<file path="src/rtl/add_tree_operand_loader_if.sv">
`default_nettype none
// ---------------------------------------------------------------------------
// add_tree_operand_loader_if : word stream in, parallel operand frame out
// Revision : 1.0
// ---------------------------------------------------------------------------
interface add_tree_operand_loader_if #(
  parameter int DATA_W = 16
);
  logic              in_valid;
  logic              in_ready;
  logic [DATA_W-1:0] in_data;
  logic              in_last;
  logic              out_valid;
  logic              out_ready;
  logic [DATA_W-1:0] out_00, out_01, out_02, out_03, out_04, out_05, out_06;
  logic [DATA_W-1:0] out_07, out_08, out_09, out_10, out_11, out_12, out_13;
  logic [DATA_W-1:0] out_14, out_15, out_16, out_17, out_18, out_19, out_20;
  logic [DATA_W-1:0] out_21, out_22, out_23, out_24, out_25;
  logic              err_short;
  logic              err_long;
  logic [15:0]       frame_cnt;

  modport master (
    output in_valid, in_data, in_last, out_ready,
    input  in_ready, out_valid, err_short, err_long, frame_cnt,
    input  out_00, out_01, out_02, out_03, out_04, out_05, out_06,
    input  out_07, out_08, out_09, out_10, out_11, out_12, out_13,
    input  out_14, out_15, out_16, out_17, out_18, out_19, out_20,
    input  out_21, out_22, out_23, out_24, out_25
  );

  modport slave (
    input  in_valid, in_data, in_last, out_ready,
    output in_ready, out_valid, err_short, err_long, frame_cnt,
    output out_00, out_01, out_02, out_03, out_04, out_05, out_06,
    output out_07, out_08, out_09, out_10, out_11, out_12, out_13,
    output out_14, out_15, out_16, out_17, out_18, out_19, out_20,
    output out_21, out_22, out_23, out_24, out_25
  );
endinterface
`default_nettype wire

</file>
<file path="src/rtl/add_tree_operand_loader.sv">
`default_nettype none
// ---------------------------------------------------------------------------
// add_tree_operand_loader : serial-to-parallel, double-buffered operand loader
// Revision : 1.0
// ---------------------------------------------------------------------------
module add_tree_operand_loader #(
  parameter int DATA_W = 16,
  parameter int N_OPS  = 26
) (
  input wire logic                 clk,
  input wire logic                 rst,
  add_tree_operand_loader_if.slave bus
);
  localparam int                CNT_W      = $clog2(N_OPS);
  localparam logic [CNT_W-1:0] c_LAST_IDX = CNT_W'(N_OPS - 1);

  typedef enum logic [0:0] {
    ST_FILL = 1'b0,
    ST_FULL = 1'b1
  } state_t;

  state_t            r_state;
  state_t            w_state_next;
  logic [CNT_W-1:0]  r_cnt;
  logic              r_in_ready;
  logic              r_out_valid;
  logic              r_err_short;
  logic              r_err_long;
  logic [15:0]       r_frame_cnt;
  logic [DATA_W-1:0] r_shadow [N_OPS];
  logic [DATA_W-1:0] r_out    [N_OPS];
  logic [DATA_W-1:0] w_frame  [N_OPS];

  logic w_accept;
  logic w_complete;
  logic w_out_free;
  logic w_xfer_in;
  logic w_xfer_shadow;
  logic w_hold;

  assign w_accept   = bus.in_valid & r_in_ready;
  assign w_complete = w_accept & (bus.in_last | (r_cnt == c_LAST_IDX));
  assign w_out_free = ~r_out_valid | bus.out_ready;

  // Completed frame as seen on the completion edge: earlier slots from the
  // shadow bank, the current word in its slot, and zeros past it.
  generate
    for (genvar i = 0; i < N_OPS; i++) begin : g_frame
      localparam logic [CNT_W-1:0] c_IDX = CNT_W'(i);
      assign w_frame[i] = (c_IDX < r_cnt)  ? r_shadow[i] :
                          (c_IDX == r_cnt) ? bus.in_data : '0;
    end
  endgenerate

  always_ff @(posedge clk) begin
    if (rst) r_state <= ST_FILL;
    else     r_state <= w_state_next;
  end

  always_comb begin
    w_state_next  = r_state;
    w_xfer_in     = 1'b0;
    w_xfer_shadow = 1'b0;
    w_hold        = 1'b0;
    case (r_state)
      ST_FILL: begin
        if (w_complete) begin
          if (w_out_free) begin
            w_xfer_in = 1'b1;
          end else begin
            w_hold       = 1'b1;
            w_state_next = ST_FULL;
          end
        end
      end
      ST_FULL: begin
        if (bus.out_ready) begin
          w_xfer_shadow = 1'b1;
          w_state_next  = ST_FILL;
        end
      end
      default: w_state_next = ST_FILL;
    endcase
  end

  always_ff @(posedge clk) begin
    if (rst) begin
      r_cnt       <= '0;
      r_in_ready  <= 1'b0;
      r_out_valid <= 1'b0;
      r_err_short <= 1'b0;
      r_err_long  <= 1'b0;
      r_frame_cnt <= '0;
      for (int i = 0; i < N_OPS; i++) begin
        r_shadow[i] <= '0;
        r_out[i]    <= '0;
      end
    end else begin
      r_in_ready  <= (w_state_next == ST_FILL);
      r_err_short <= w_complete & bus.in_last & (r_cnt != c_LAST_IDX);
      r_err_long  <= w_complete & ~bus.in_last;

      if (w_accept) begin
        r_cnt <= w_complete ? '0 : r_cnt + 1'b1;
        if (!w_complete) r_shadow[r_cnt] <= bus.in_data;
      end
      if (w_hold) begin
        for (int i = 0; i < N_OPS; i++) r_shadow[i] <= w_frame[i];
      end

      if (w_xfer_in) begin
        for (int i = 0; i < N_OPS; i++) r_out[i] <= w_frame[i];
      end else if (w_xfer_shadow) begin
        for (int i = 0; i < N_OPS; i++) r_out[i] <= r_shadow[i];
      end

      if (w_xfer_in | w_xfer_shadow) begin
        r_out_valid <= 1'b1;
        r_frame_cnt <= r_frame_cnt + 16'd1;
      end else if (bus.out_ready) begin
        r_out_valid <= 1'b0;
      end
    end
  end

  assign bus.in_ready  = r_in_ready;
  assign bus.out_valid = r_out_valid;
  assign bus.err_short = r_err_short;
  assign bus.err_long  = r_err_long;
  assign bus.frame_cnt = r_frame_cnt;

  assign bus.out_00 = r_out[0];   assign bus.out_01 = r_out[1];
  assign bus.out_02 = r_out[2];   assign bus.out_03 = r_out[3];
  assign bus.out_04 = r_out[4];   assign bus.out_05 = r_out[5];
  assign bus.out_06 = r_out[6];   assign bus.out_07 = r_out[7];
  assign bus.out_08 = r_out[8];   assign bus.out_09 = r_out[9];
  assign bus.out_10 = r_out[10];  assign bus.out_11 = r_out[11];
  assign bus.out_12 = r_out[12];  assign bus.out_13 = r_out[13];
  assign bus.out_14 = r_out[14];  assign bus.out_15 = r_out[15];
  assign bus.out_16 = r_out[16];  assign bus.out_17 = r_out[17];
  assign bus.out_18 = r_out[18];  assign bus.out_19 = r_out[19];
  assign bus.out_20 = r_out[20];  assign bus.out_21 = r_out[21];
  assign bus.out_22 = r_out[22];  assign bus.out_23 = r_out[23];
  assign bus.out_24 = r_out[24];  assign bus.out_25 = r_out[25];
endmodule
`default_nettype wire

</file>
<file path="src/flat_wrapper.sv">
// flat-port wrapper written by rule: the top's interface ports become plain ports
module add_tree_operand_loader_flat 
#(
  parameter int DATA_W = 16,
  parameter int N_OPS  = 26
)
  (clk, rst, bus_in_valid, bus_in_data, bus_in_last, bus_out_ready, bus_in_ready, bus_out_valid, bus_err_short, bus_err_long, bus_frame_cnt, bus_out_00, bus_out_01, bus_out_02, bus_out_03, bus_out_04, bus_out_05, bus_out_06, bus_out_07, bus_out_08, bus_out_09, bus_out_10, bus_out_11, bus_out_12, bus_out_13, bus_out_14, bus_out_15, bus_out_16, bus_out_17, bus_out_18, bus_out_19, bus_out_20, bus_out_21, bus_out_22, bus_out_23, bus_out_24, bus_out_25);
  add_tree_operand_loader_if #(.DATA_W(DATA_W)) bus_i ();
  input wire logic clk;
  input wire logic rst;
  input wire logic [$bits(bus_i.in_valid)-1:0] bus_in_valid;
  input wire logic [$bits(bus_i.in_data)-1:0] bus_in_data;
  input wire logic [$bits(bus_i.in_last)-1:0] bus_in_last;
  input wire logic [$bits(bus_i.out_ready)-1:0] bus_out_ready;
  output wire logic [$bits(bus_i.in_ready)-1:0] bus_in_ready;
  output wire logic [$bits(bus_i.out_valid)-1:0] bus_out_valid;
  output wire logic [$bits(bus_i.err_short)-1:0] bus_err_short;
  output wire logic [$bits(bus_i.err_long)-1:0] bus_err_long;
  output wire logic [$bits(bus_i.frame_cnt)-1:0] bus_frame_cnt;
  output wire logic [$bits(bus_i.out_00)-1:0] bus_out_00;
  output wire logic [$bits(bus_i.out_01)-1:0] bus_out_01;
  output wire logic [$bits(bus_i.out_02)-1:0] bus_out_02;
  output wire logic [$bits(bus_i.out_03)-1:0] bus_out_03;
  output wire logic [$bits(bus_i.out_04)-1:0] bus_out_04;
  output wire logic [$bits(bus_i.out_05)-1:0] bus_out_05;
  output wire logic [$bits(bus_i.out_06)-1:0] bus_out_06;
  output wire logic [$bits(bus_i.out_07)-1:0] bus_out_07;
  output wire logic [$bits(bus_i.out_08)-1:0] bus_out_08;
  output wire logic [$bits(bus_i.out_09)-1:0] bus_out_09;
  output wire logic [$bits(bus_i.out_10)-1:0] bus_out_10;
  output wire logic [$bits(bus_i.out_11)-1:0] bus_out_11;
  output wire logic [$bits(bus_i.out_12)-1:0] bus_out_12;
  output wire logic [$bits(bus_i.out_13)-1:0] bus_out_13;
  output wire logic [$bits(bus_i.out_14)-1:0] bus_out_14;
  output wire logic [$bits(bus_i.out_15)-1:0] bus_out_15;
  output wire logic [$bits(bus_i.out_16)-1:0] bus_out_16;
  output wire logic [$bits(bus_i.out_17)-1:0] bus_out_17;
  output wire logic [$bits(bus_i.out_18)-1:0] bus_out_18;
  output wire logic [$bits(bus_i.out_19)-1:0] bus_out_19;
  output wire logic [$bits(bus_i.out_20)-1:0] bus_out_20;
  output wire logic [$bits(bus_i.out_21)-1:0] bus_out_21;
  output wire logic [$bits(bus_i.out_22)-1:0] bus_out_22;
  output wire logic [$bits(bus_i.out_23)-1:0] bus_out_23;
  output wire logic [$bits(bus_i.out_24)-1:0] bus_out_24;
  output wire logic [$bits(bus_i.out_25)-1:0] bus_out_25;
  assign bus_i.in_valid = bus_in_valid;
  assign bus_i.in_data = bus_in_data;
  assign bus_i.in_last = bus_in_last;
  assign bus_i.out_ready = bus_out_ready;
  assign bus_in_ready = bus_i.in_ready;
  assign bus_out_valid = bus_i.out_valid;
  assign bus_err_short = bus_i.err_short;
  assign bus_err_long = bus_i.err_long;
  assign bus_frame_cnt = bus_i.frame_cnt;
  assign bus_out_00 = bus_i.out_00;
  assign bus_out_01 = bus_i.out_01;
  assign bus_out_02 = bus_i.out_02;
  assign bus_out_03 = bus_i.out_03;
  assign bus_out_04 = bus_i.out_04;
  assign bus_out_05 = bus_i.out_05;
  assign bus_out_06 = bus_i.out_06;
  assign bus_out_07 = bus_i.out_07;
  assign bus_out_08 = bus_i.out_08;
  assign bus_out_09 = bus_i.out_09;
  assign bus_out_10 = bus_i.out_10;
  assign bus_out_11 = bus_i.out_11;
  assign bus_out_12 = bus_i.out_12;
  assign bus_out_13 = bus_i.out_13;
  assign bus_out_14 = bus_i.out_14;
  assign bus_out_15 = bus_i.out_15;
  assign bus_out_16 = bus_i.out_16;
  assign bus_out_17 = bus_i.out_17;
  assign bus_out_18 = bus_i.out_18;
  assign bus_out_19 = bus_i.out_19;
  assign bus_out_20 = bus_i.out_20;
  assign bus_out_21 = bus_i.out_21;
  assign bus_out_22 = bus_i.out_22;
  assign bus_out_23 = bus_i.out_23;
  assign bus_out_24 = bus_i.out_24;
  assign bus_out_25 = bus_i.out_25;
  add_tree_operand_loader #(.DATA_W(DATA_W), .N_OPS(N_OPS)) u_core (.clk(clk), .rst(rst), .bus(bus_i));
endmodule
</file>
<file path="config.mk">
export PLATFORM = sky130hd
export DESIGN_NAME = add_tree_operand_loader_flat
export DESIGN_NICKNAME = d
export VERILOG_FILES = /design/src/rtl/add_tree_operand_loader_if.sv /design/src/rtl/add_tree_operand_loader.sv /design/src/flat_wrapper.sv
export SDC_FILE = /design/constraint.sdc
export NUM_CORES = 1
export LEC_CHECK = 0
export ABC_CLOCK_PERIOD_IN_PS = 23700
export CAP_MARGIN = 20
export CORE_MARGIN = 4
export CORE_UTILIZATION = 30
export DETAILED_ROUTE_END_ITERATION = 10
export PLACE_DENSITY = 0.54
export SYNTH_ARGS = -nofsm -noshare
export SYNTH_HDL_FRONTEND = slang
export SYNTH_SLANG_ARGS = --single-unit
export TNS_END_PERCENT = 1
</file>
<file path="constraint.sdc">
create_clock -name clk -period 23.7 [get_ports clk]
set_input_delay 4.74 -clock clk [delete_from_list [all_inputs] [get_ports clk]]
set_output_delay 4.74 -clock clk [all_outputs]
set_load 0.02 [all_outputs]
</file>
==> out/metrics.cfg, run 1 <==
[status]
status = completed

[sta]
tightest_slew_ps = 1160
drv_slew = 0
timing.clock.skew_ps = 28.3
fin_crit_ps = 8620
max_freq_ghz = 0.116
rsz0062_at_grt = no
setup_viol = 0
fin_crit_sh_pct = 36.4
hold_violations = 0
setup_tns_ps = 0
maxSlewHeadroom_pct = 22.5

[critical_path]
worst-setup-path-type = in2reg
path_max_fanout = 66
startpoint_type = primary input
cp_slowest_cell = clkdlybuf4s50_1
cp.required_ps = 23970
critPathCaptureType = flop
cp.arrival_ps = 8890
path_cells = clkdlybuf4s50_1, nor2_1, o21a_1, nor2_1, inv_1, nand2_4, buf_4, buf_4
max_stage_delay_ps = 880

[synthesis]
synth_nets = 2843
synthFlopType = edfxtp_1
synth_cell_types = 74
synth_area_mm2 = 0.0378
synth-seq-area-share_pct = 67.5
ys_warn_count = 0
synth_edf_count = 832
synth_cells = 2817
syn_area_per_cell_um2 = 13.4
synthArstFlopShare_pct = 0
ys_ff_latch = 858

[finish]
final_cell_mix = edfxtp_1, a22o_1, clkdlybuf4s50_1
stdcell_area_mm2 = 0.0471
area_delta_synth_final_pct = 24.6
drive_above_1_share_pct = 10.1
layout.cells.non_filler = 4898
final_common_cell = edfxtp_1
fin_nets = 3205

[clock_network]
cts.sinks = 858
cts_tree = built
root_buffer = clkbuf_16
ctsHoldBuffers = 0
cts_buffers = 99
clkTransAtPathRegs_ps = 60
clockBufferDepth = 3
worstSkewPairLatency_ps = 680
cts_resized = 0
postCtsSetupBuffers = 0
cts_max_level = 3

[power]
power_frac_comb_pct = 6.4
power_density_mw_per_mm2 = 74.4
seqPwrFrac_pct = 50.2
clockPowerShare_pct = 43.4
internal_power_mw = 2.68
leakagePower_nw = 15.7
switching_share_pct = 23.6
power.switching_mw = 0.826
ir_worst_vdd_mv = 0.0574
p_total_mw = 3.51

[floorplan]
io_pins = 457
rows = 129
start_util_pct = 30.4
fp.dieW_um = 363
dieArea_mm2 = 0.132
die_h_um = 363
fp.coreArea_mm2 = 0.124

[drt]
drt-initial-drc-count = 2841
drc = 0
ant_nets = 0
dr_total_vias = 27300
wire_per_inst_um = 27.8
routed_wirelength_mm = 136
detail_route.first_pass.iterations = 5
drt-vias-per-instance = 5.58

[grt]
grt_pass1_wl_mm = 194
grt_usage_pct = 19.9
grt_max_degree = 95
grt-ovfl-total = 0
first_global_vias = 26500
grt_antenna_before_repair = 2

[flow_run]
max-cap-violations = 0

[placed_design]
place_congestion = 0.800
hpwlAfterDp_mm = 87.1
placed_cell_area_mm2 = 0.0438
dp_cells = 4708
portBuffers = 456

[worst_hold_path]
worst_hold_path_type = reg2reg

## kinds of logic (layout without fill, tap and decap cells)
group                    Yosys count  in the layout  synth area share [%]
AND/OR/NAND/NOR                  630            630                  7.79
XOR/XNOR                          14             14                 0.324
flip-flops                       858            858                  67.5
buffers and inverters            302            745                  3.60
multiplexers                       1              1                0.0265
AO/OA/AOI/OAI                   1007           1007                  20.6
adder cells (fa/ha/maj)            5              5                 0.166
other                              0              1                     0
## final cells by class
class | count | area [µm²]
Tap cell | 1637 | 2050
Clock inverter | 65 | 643
Sequential cell | 858 | 25500
Multi-Input combinational cell | 1657 | 11000
Inverter | 6 | 22.5
Fill cell | 11800 | 77400
Timing Repair Buffer | 557 | 5310
Clock buffer | 117 | 2540
Antenna cell | 1 | 2.50
## worst paths after layout
kind	start	to	depth (start not counted)	slack, ps
worst max-delay path	bus_in_last	u_core.r_out[0][144]$_SDFFCE_PN0P_	8	15080
worst min-delay path	u_core.bus.frame_cnt[15]$_SDFFE_PP0P_	u_core.bus.frame_cnt[15]$_SDFFE_PP0P_	2	550
worst min register to register	u_core.bus.frame_cnt[15]$_SDFFE_PP0P_	u_core.bus.frame_cnt[15]$_SDFFE_PP0P_	2	550
worst max register to register	u_core.r_cnt[0]$_SDFFE_PP0N_	u_core.r_out[0][144]$_SDFFCE_PN0P_	7	18540
## metal layers
| metal | vias to the layer above | wire, µm | track usage, % |
|---|---|---|---|
| met2 | 1314 | 64100 | 32.0 |
| met4 | 2 | 4990 | 7.72 |
| met5 | - | 13 | 0 |
| li1 | 11900 | - | - |
| met1 | 13900 | 56400 | 26.4 |
| met3 | 191 | 10800 | 4.18 |
## synthesized netlist by cell type (5+ instances only)
cell | number | area share (%)
nor2_2 | 17 | 0.28
o22ai_1 | 16 | 0.26
nand2_1 | 150 | 1.5
buf_1 | 13 | 0.13
clkbuf_1 | 183 | 1.8
edfxtp_1 | 832 | 66
buf_4 | 23 | 0.46
nand3_1 | 105 | 1.4
a32oi_1 | 16 | 0.37
nor2_1 | 236 | 2.3
and2_1 | 11 | 0.18
a22oi_1 | 126 | 2.5
nor2b_1 | 6 | 0.099
nor3_1 | 26 | 0.34
o21a_1 | 5 | 0.099
inv_1 | 6 | 0.060
a22o_1 | 504 | 12
o2bb2ai_1 | 43 | 1.0
dfxtp_1 | 26 | 1.4
a32o_1 | 9 | 0.24
or3_1 | 6 | 0.099
or2_2 | 5 | 0.083
nor4_1 | 5 | 0.083
xnor2_1 | 10 | 0.23
buf_6 | 7 | 0.21
o21ai_2 | 5 | 0.12
nand4_1 | 6 | 0.099
o21ai_0 | 88 | 1.2
nand2b_1 | 10 | 0.17
and3_1 | 13 | 0.22
buf_2 | 70 | 0.93
ha_1 | 5 | 0.17
o21ai_1 | 14 | 0.19
a21oi_1 | 154 | 2.0
## flip-flops by register name (all words and copies together), names as in the netlist
signal	flops
u_core.bus.out_valid	1
u_core.bus.in_ready	1
u_core.r_cnt	5
u_core.bus.frame_cnt	16
u_core.r_state	1
u_core.r_shadow	416
u_core.bus.err_long	1
u_core.bus.err_short	1
u_core.r_out	416
## critical path: cells and delay by family
family                 cells  cell delay, ps
AO/OA/AOI/OAI              1             300
AND/OR/NAND/NOR            3            1000
buffers and inverters      4            2690
## power by group through the flow
stage	Clock, mW	Combinational (mW)	Sequential [mW]
floorplan	0	0.0583	1.83
global placement	0	0.225	1.79
detailed placement	0	0.227	1.79
CTS	1.55	0.227	1.76
global route	1.62	0.234	1.77
finish	1.52	0.224	1.76
## metrics by stage
| step | util, % | worst slack, ps | hold WS, ps |
|---|---|---|---|
| floorplan | - | 12470 | 520 |
| global placement | 35.1 | 14410 | 512 |
| detailed placement | 35.2 | 14370 | 507 |
| CTS | 37.8 | 15110 | 543 |
| global route | 37.8 | 14730 | 576 |
| finish | 37.8 | 15080 | 546 |
Power figures use the tool's default switching activity.
==> inputs of run 2 (changes only) <==
Settings changed: ABC_CLOCK_PERIOD_IN_PS 23700 to 8200.
Clock period 23.7 ns to 8.2 ns, I/O delays scaled along.
==> run 2 against run 1 <==
Against the previous run: clock skew down 1.1 ps; via count fell by 0.78%; critical path depth down 1; final cell count fell by 0.12%; total power grew to 2.9 times the previous value; sequential power increased to 2.9 times the previous value; highest routed layer is now met4.
==> out/metrics.cfg, run 2 (synthesis results as in run 1) <==
[placed_design]
hpwlAfterDp_mm = 87.9
dp_cells = 4702
placed_cell_area_mm2 = 0.0438
place_congestion = 0.796
portBuffers = 456

[floorplan]
die_h_um = 363
fp.dieW_um = 363
io_pins = 457
dieArea_mm2 = 0.132
rows = 129
start_util_pct = 30.4
fp.coreArea_mm2 = 0.124

[critical_path]
max_stage_delay_ps = 870
path_cells = clkdlybuf4s50_1, nor2_1, o21a_1, nor2_1, inv_1, nand2_4, buf_4
critPathCaptureType = flop
startpoint_type = primary input
cp_top_family = buffers and inverters
cp.required_ps = 8490
cp-startpoint = bus_in_last
reg2reg_slack_ps = 3710
path_buf_inv = 3
cp.arrival_ps = 5100
path_max_fanout = 58
worst-setup-path-type = in2reg
cp_slowest_cell = clkdlybuf4s50_1
cp_common_cell = nor2_1
reg2reg_from = u_core.r_cnt[0]$_SDFFE_PP0N_

[grt]
grt-ovfl-total = 0
grt_antenna_before_repair = 1
first_global_vias = 26300
grt_max_degree = 125
grt_usage_pct = 20.0
grt_pass1_wl_mm = 195

[finish]
stdcell_area_mm2 = 0.0472
diodes = 0
layout.cells.non_filler = 4892
final_core_util_pct = 37.9
drive_above_1_share_pct = 10.4
final_common_cell = edfxtp_1
nFillCells = 11800
final_cell_mix = edfxtp_1, a22o_1, clkdlybuf4s50_1
area_delta_synth_final_pct = 24.9
fin_nets = 3201

[drt]
drt-vias-per-instance = 5.54
drc = 0
routed_wirelength_mm = 137
ant_nets = 0
wire_per_inst_um = 28.0
detail_route.first_pass.iterations = 5
dr_total_vias = 27100
drt-initial-drc-count = 2971

[worst_hold_path]
worstHoldStart = u_core.bus.frame_cnt[15]$_SDFFE_PP0P_
worst_hold_path_type = reg2reg

[power]
p_total_mw = 10.2
power_density_mw_per_mm2 = 217
ir_worst_vdd_mv = 0.148
leakagePower_nw = 15.7

[clock_network]
clockBufferDepth = 3
cts_max_level = 3
ctsHoldBuffers = 0
cts_resized = 0
cts_buffers = 95
postCtsSetupBuffers = 0
cts.sinks = 858
cts_tree = built
worstSkewPairLatency_ps = 670
clkTransAtPathRegs_ps = 60
root_buffer = clkbuf_16

[sta]
drv_slew = 0
timing.clock.skew_ps = 27.1
setup_viol = 0
fin_crit_ps = 4810
setup_tns_ps = 0
hold_violations = 0
rsz0062_at_grt = no
maxSlewHeadroom_pct = 24.0
tightest_slew_ps = 1140
fin_crit_sh_pct = 58.6
max_freq_ghz = 0.208

[flow_run]
max-cap-violations = 0

[status]
status = completed

-- run 2: cell count changes in the layout (fill, tap and decap cells not counted), moves of 2 or more --
cell,delta
clkbuf_16,-3
bufinv_16,+4
clkinv_1,-9
inv_6,-2
clkinv_4,+4
buf_12,+4
clkbuf_1,-5
inv_8,+2
buf_4,-7
clkbuf_8,+4
clkinv_2,+2
-- run 2: path summary, 6_finish.rpt --
| kind | endpoint | cells past startpoint |
|---|---|---|
| max | u_core.r_out[0][213]$_SDFFCE_PN0P_ | 7 |
| min | u_core.bus.frame_cnt[15]$_SDFFE_PP0P_ | 2 |
| max reg2reg | u_core.r_out[0][213]$_SDFFCE_PN0P_ | 6 |
| min reg2reg | u_core.bus.frame_cnt[15]$_SDFFE_PP0P_ | 2 |
-- run 2: metrics by stage --
stage | setup slack (ps) | hold slack (ps)
detailed placement | 2730 | 513
global placement | 2810 | 504
global route | 3190 | 569
CTS | 3460 | 534
floorplan | 69.9 | 520
finish | 3390 | 535
-- run 2: layer usage --
metal,track usage (%),wire (µm),up-vias
li1,-,-,11900
met1,27.6,58800,13800
met2,32.1,64200,1261
met3,3.31,9440,176
met4,6.87,4370,0
met5,0,0,-
-- run 2: area by class of cell --
class / instances / area [µm²] / share of cell area (%)
inverter: 6 / 22.5 / 0.0477
tap: 1637 / 2050 / 4.34
multi-input combinational: 1657 / 11000 / 23.3
clock inverter: 67 / 796 / 1.69
sequential: 858 / 25500 / 54.0
clock buffer: 110 / 2460 / 5.22
timing repair buffer: 557 / 5360 / 11.4
-- run 2: power by group --
group          switching, mW  internal (mW)  total [mW]
Clock                   1.85           2.64        4.49
Combinational          0.455          0.199       0.653
Sequential             0.108           4.98        5.09
Total                   2.41           7.82        10.2
-- run 2: worst register-to-register path, stage by stage, from the launching register on --
cell and delay [ps]:
dfxtp_1 810, nand3_1 600, o21a_1 540, nor2_1 450, inv_1 250, nand2_4 700
buf_4 720
==> inputs of run 3 (changes only) <==
Settings changed: ABC_CLOCK_PERIOD_IN_PS 8200 to 4200, PLACE_DENSITY 0.54 to 0.56.
Clock period 8.2 ns to 4.2 ns, I/O delays scaled along.
==> run 3 against run 2 <==
Against the previous run: setup slack worse by 2600 ps; sequential power grew 95%; non-clock buffer count increased by 50; critical path depth down 1; clock-buffer cell count rose by 6; die area stayed put; worst hold slack gained 7.5 ps; global-route usage down 0.14 points; routed wire length down 0.72%; flip-flop and latch count unchanged; highest routed layer unchanged.
==> out/metrics.cfg, run 3 (synthesis results as in run 1) <==
[clock_network]
postCtsSetupBuffers = 0
cts_buffers = 95
cts.sinks = 858
worstSkewPairLatency_ps = 670
cts_tree = built
root_buffer = clkbuf_16
ctsHoldBuffers = 0
clockBufferDepth = 3
clkTransAtPathRegs_ps = 60
cts_max_level = 3
cts_resized = 0

[critical_path]
worst-setup-path-type = reg2reg
path_cells = nand3_1, o21bai_4, nand2_2, buf_4, nor2_2, a22o_1
cp.required_ps = 4720
reg2reg_from = u_core.r_cnt[0]$_SDFFE_PP0N_
r2r-end = u_core.r_shadow[1][11]$_DFFE_PP_
reg2reg_slack_ps = 800
path_max_fanout = 22
critPathCaptureType = flop
cp_slowest_cell = dfxtp_1
cp.arrival_ps = 3930
worst_r2r_path_depth = 6
startpoint_type = flop
max_stage_delay_ps = 740

[power]
power_density_mw_per_mm2 = 411
ir_worst_vdd_mv = 0.256
leakagePower_nw = 15.9

[floorplan]
start_util_pct = 30.4
rows = 129
fp.dieW_um = 363
fp.coreArea_mm2 = 0.124
io_pins = 457
dieArea_mm2 = 0.132
die_h_um = 363

[sta]
layout_setup_ws_ps = 798
setup_tns_ps = 0
hold_violations = 0
setup_viol = 0
rsz0062_at_grt = no
tightest_slew_ps = 1050
maxSlewHeadroom_pct = 30.0
fin_crit_sh_pct = 81.0
drv_slew = 0
max_freq_ghz = 0.294
timing.clock.skew_ps = 21.8
fin_crit_ps = 3400

[flow_run]
max-cap-violations = 0

[grt]
grt_usage_pct = 19.9
first_global_vias = 26400
grt_antenna_before_repair = 1
grt_max_degree = 65
grt_pass1_wl_mm = 194
grt-ovfl-total = 0

[finish]
fin_nets = 3251
final_cell_mix = edfxtp_1, a22o_1, clkdlybuf4s50_1
final_common_cell = edfxtp_1
layout.cells.non_filler = 4940
area_delta_synth_final_pct = 25.5
drive_above_1_share_pct = 11.5
nFillCells = 11800

[placed_design]
pre_cts_ws_ps = 438
place_congestion = 0.819
hpwlAfterDp_mm = 89.9
dp_cells = 4763
portBuffers = 456

[drt]
drc = 0
drt-vias-per-instance = 5.54
wire_per_inst_um = 27.5
ant_nets = 0
dr_total_vias = 27400
routed_wirelength_mm = 136
drt-initial-drc-count = 2721
detail_route.first_pass.iterations = 7

[worst_hold_path]
min_to = u_core.bus.frame_cnt[10]$_SDFFE_PP0P_
worst_hold_path_type = reg2reg
worstHoldStart = u_core.bus.frame_cnt[10]$_SDFFE_PP0P_
whs_path_depth = 2

[status]
status = completed

run 3: worst max-delay path by stage:
stage          cells past startpoint                                end                          from  slack, ps
6_report                           6   u_core.r_shadow[1][11]$_DFFE_PP_  u_core.r_cnt[0]$_SDFFE_PP0N_        800
5_1_grt                            6   u_core.r_shadow[16][2]$_DFFE_PP_  u_core.r_cnt[0]$_SDFFE_PP0N_        650
4_1_cts                            6  u_core.r_shadow[16][10]$_DFFE_PP_  u_core.r_cnt[0]$_SDFFE_PP0N_        850
3_5_place_dp                       9    u_core.r_shadow[1][1]$_DFFE_PP_                  bus_in_valid        440
3_3_place_gp                       8  u_core.r_shadow[17][13]$_DFFE_PP_                  bus_in_valid        470
2_1_floorplan                      6       u_core.r_out[0][0]$_DFFE_PP_                   bus_in_last        110
run 3: area by class of cell:
| class | count | area (µm²) | share of cell area, % |
|---|---|---|---|
| Sequential cell | 858 | 25500 | 53.8 |
| Inverter | 6 | 22.5 | 0.0475 |
| Timing Repair Buffer | 607 | 5790 | 12.2 |
| Tap cell | 1637 | 2050 | 4.32 |
| Multi-Input combinational cell | 1657 | 11000 | 23.2 |
| Antenna cell | 1 | 2.50 | 0.00528 |
| Clock buffer | 116 | 2490 | 5.25 |
| Clock inverter | 58 | 539 | 1.14 |
run 3: layer usage:
| layer | part of all wire [%] | track usage, % | up-vias |
|---|---|---|---|
| met5 | 0 | 0 | - |
| met4 | 3.2 | 6.79 | 0 |
| met3 | 6.6 | 3.33 | 195 |
| met2 | 47 | 32.1 | 1236 |
| met1 | 43 | 27.3 | 14000 |
| li1 | - | - | 11900 |
run 3: power by group:
| group | total, mW | switching, mW | leakage [nW] | internal [mW] |
|---|---|---|---|---|
| Clock | 8.27 | 3.51 | 1.48 | 4.76 |
| Sequential | 9.92 | 0.202 | 8.88 | 9.72 |
| Combinational | 1.30 | 0.889 | 5.53 | 0.414 |
run 3: worst max-delay path: cells and delay by family (launching register included):
kind | cells | cell delay (ps)
compound gates | 2 | 750
buf+inv | 1 | 320
flops | 1 | 740
simple gates | 3 | 1420
run 3: metrics by stage:
step / hold slack, ps / instance area (µm²) / util [%] / power [mW]
final: 542 / 47400 / 38.1 / 19.5
after floorplan: 520 / 37800 / - / 10.6
after detailed placement: 522 / 44400 / 35.6 / 11.4
after CTS: 546 / 47400 / 38.1 / 19.7
after global routing: 568 / 47400 / 38.1 / 20.1
after global placement: 506 / 44300 / 35.6 / 11.4
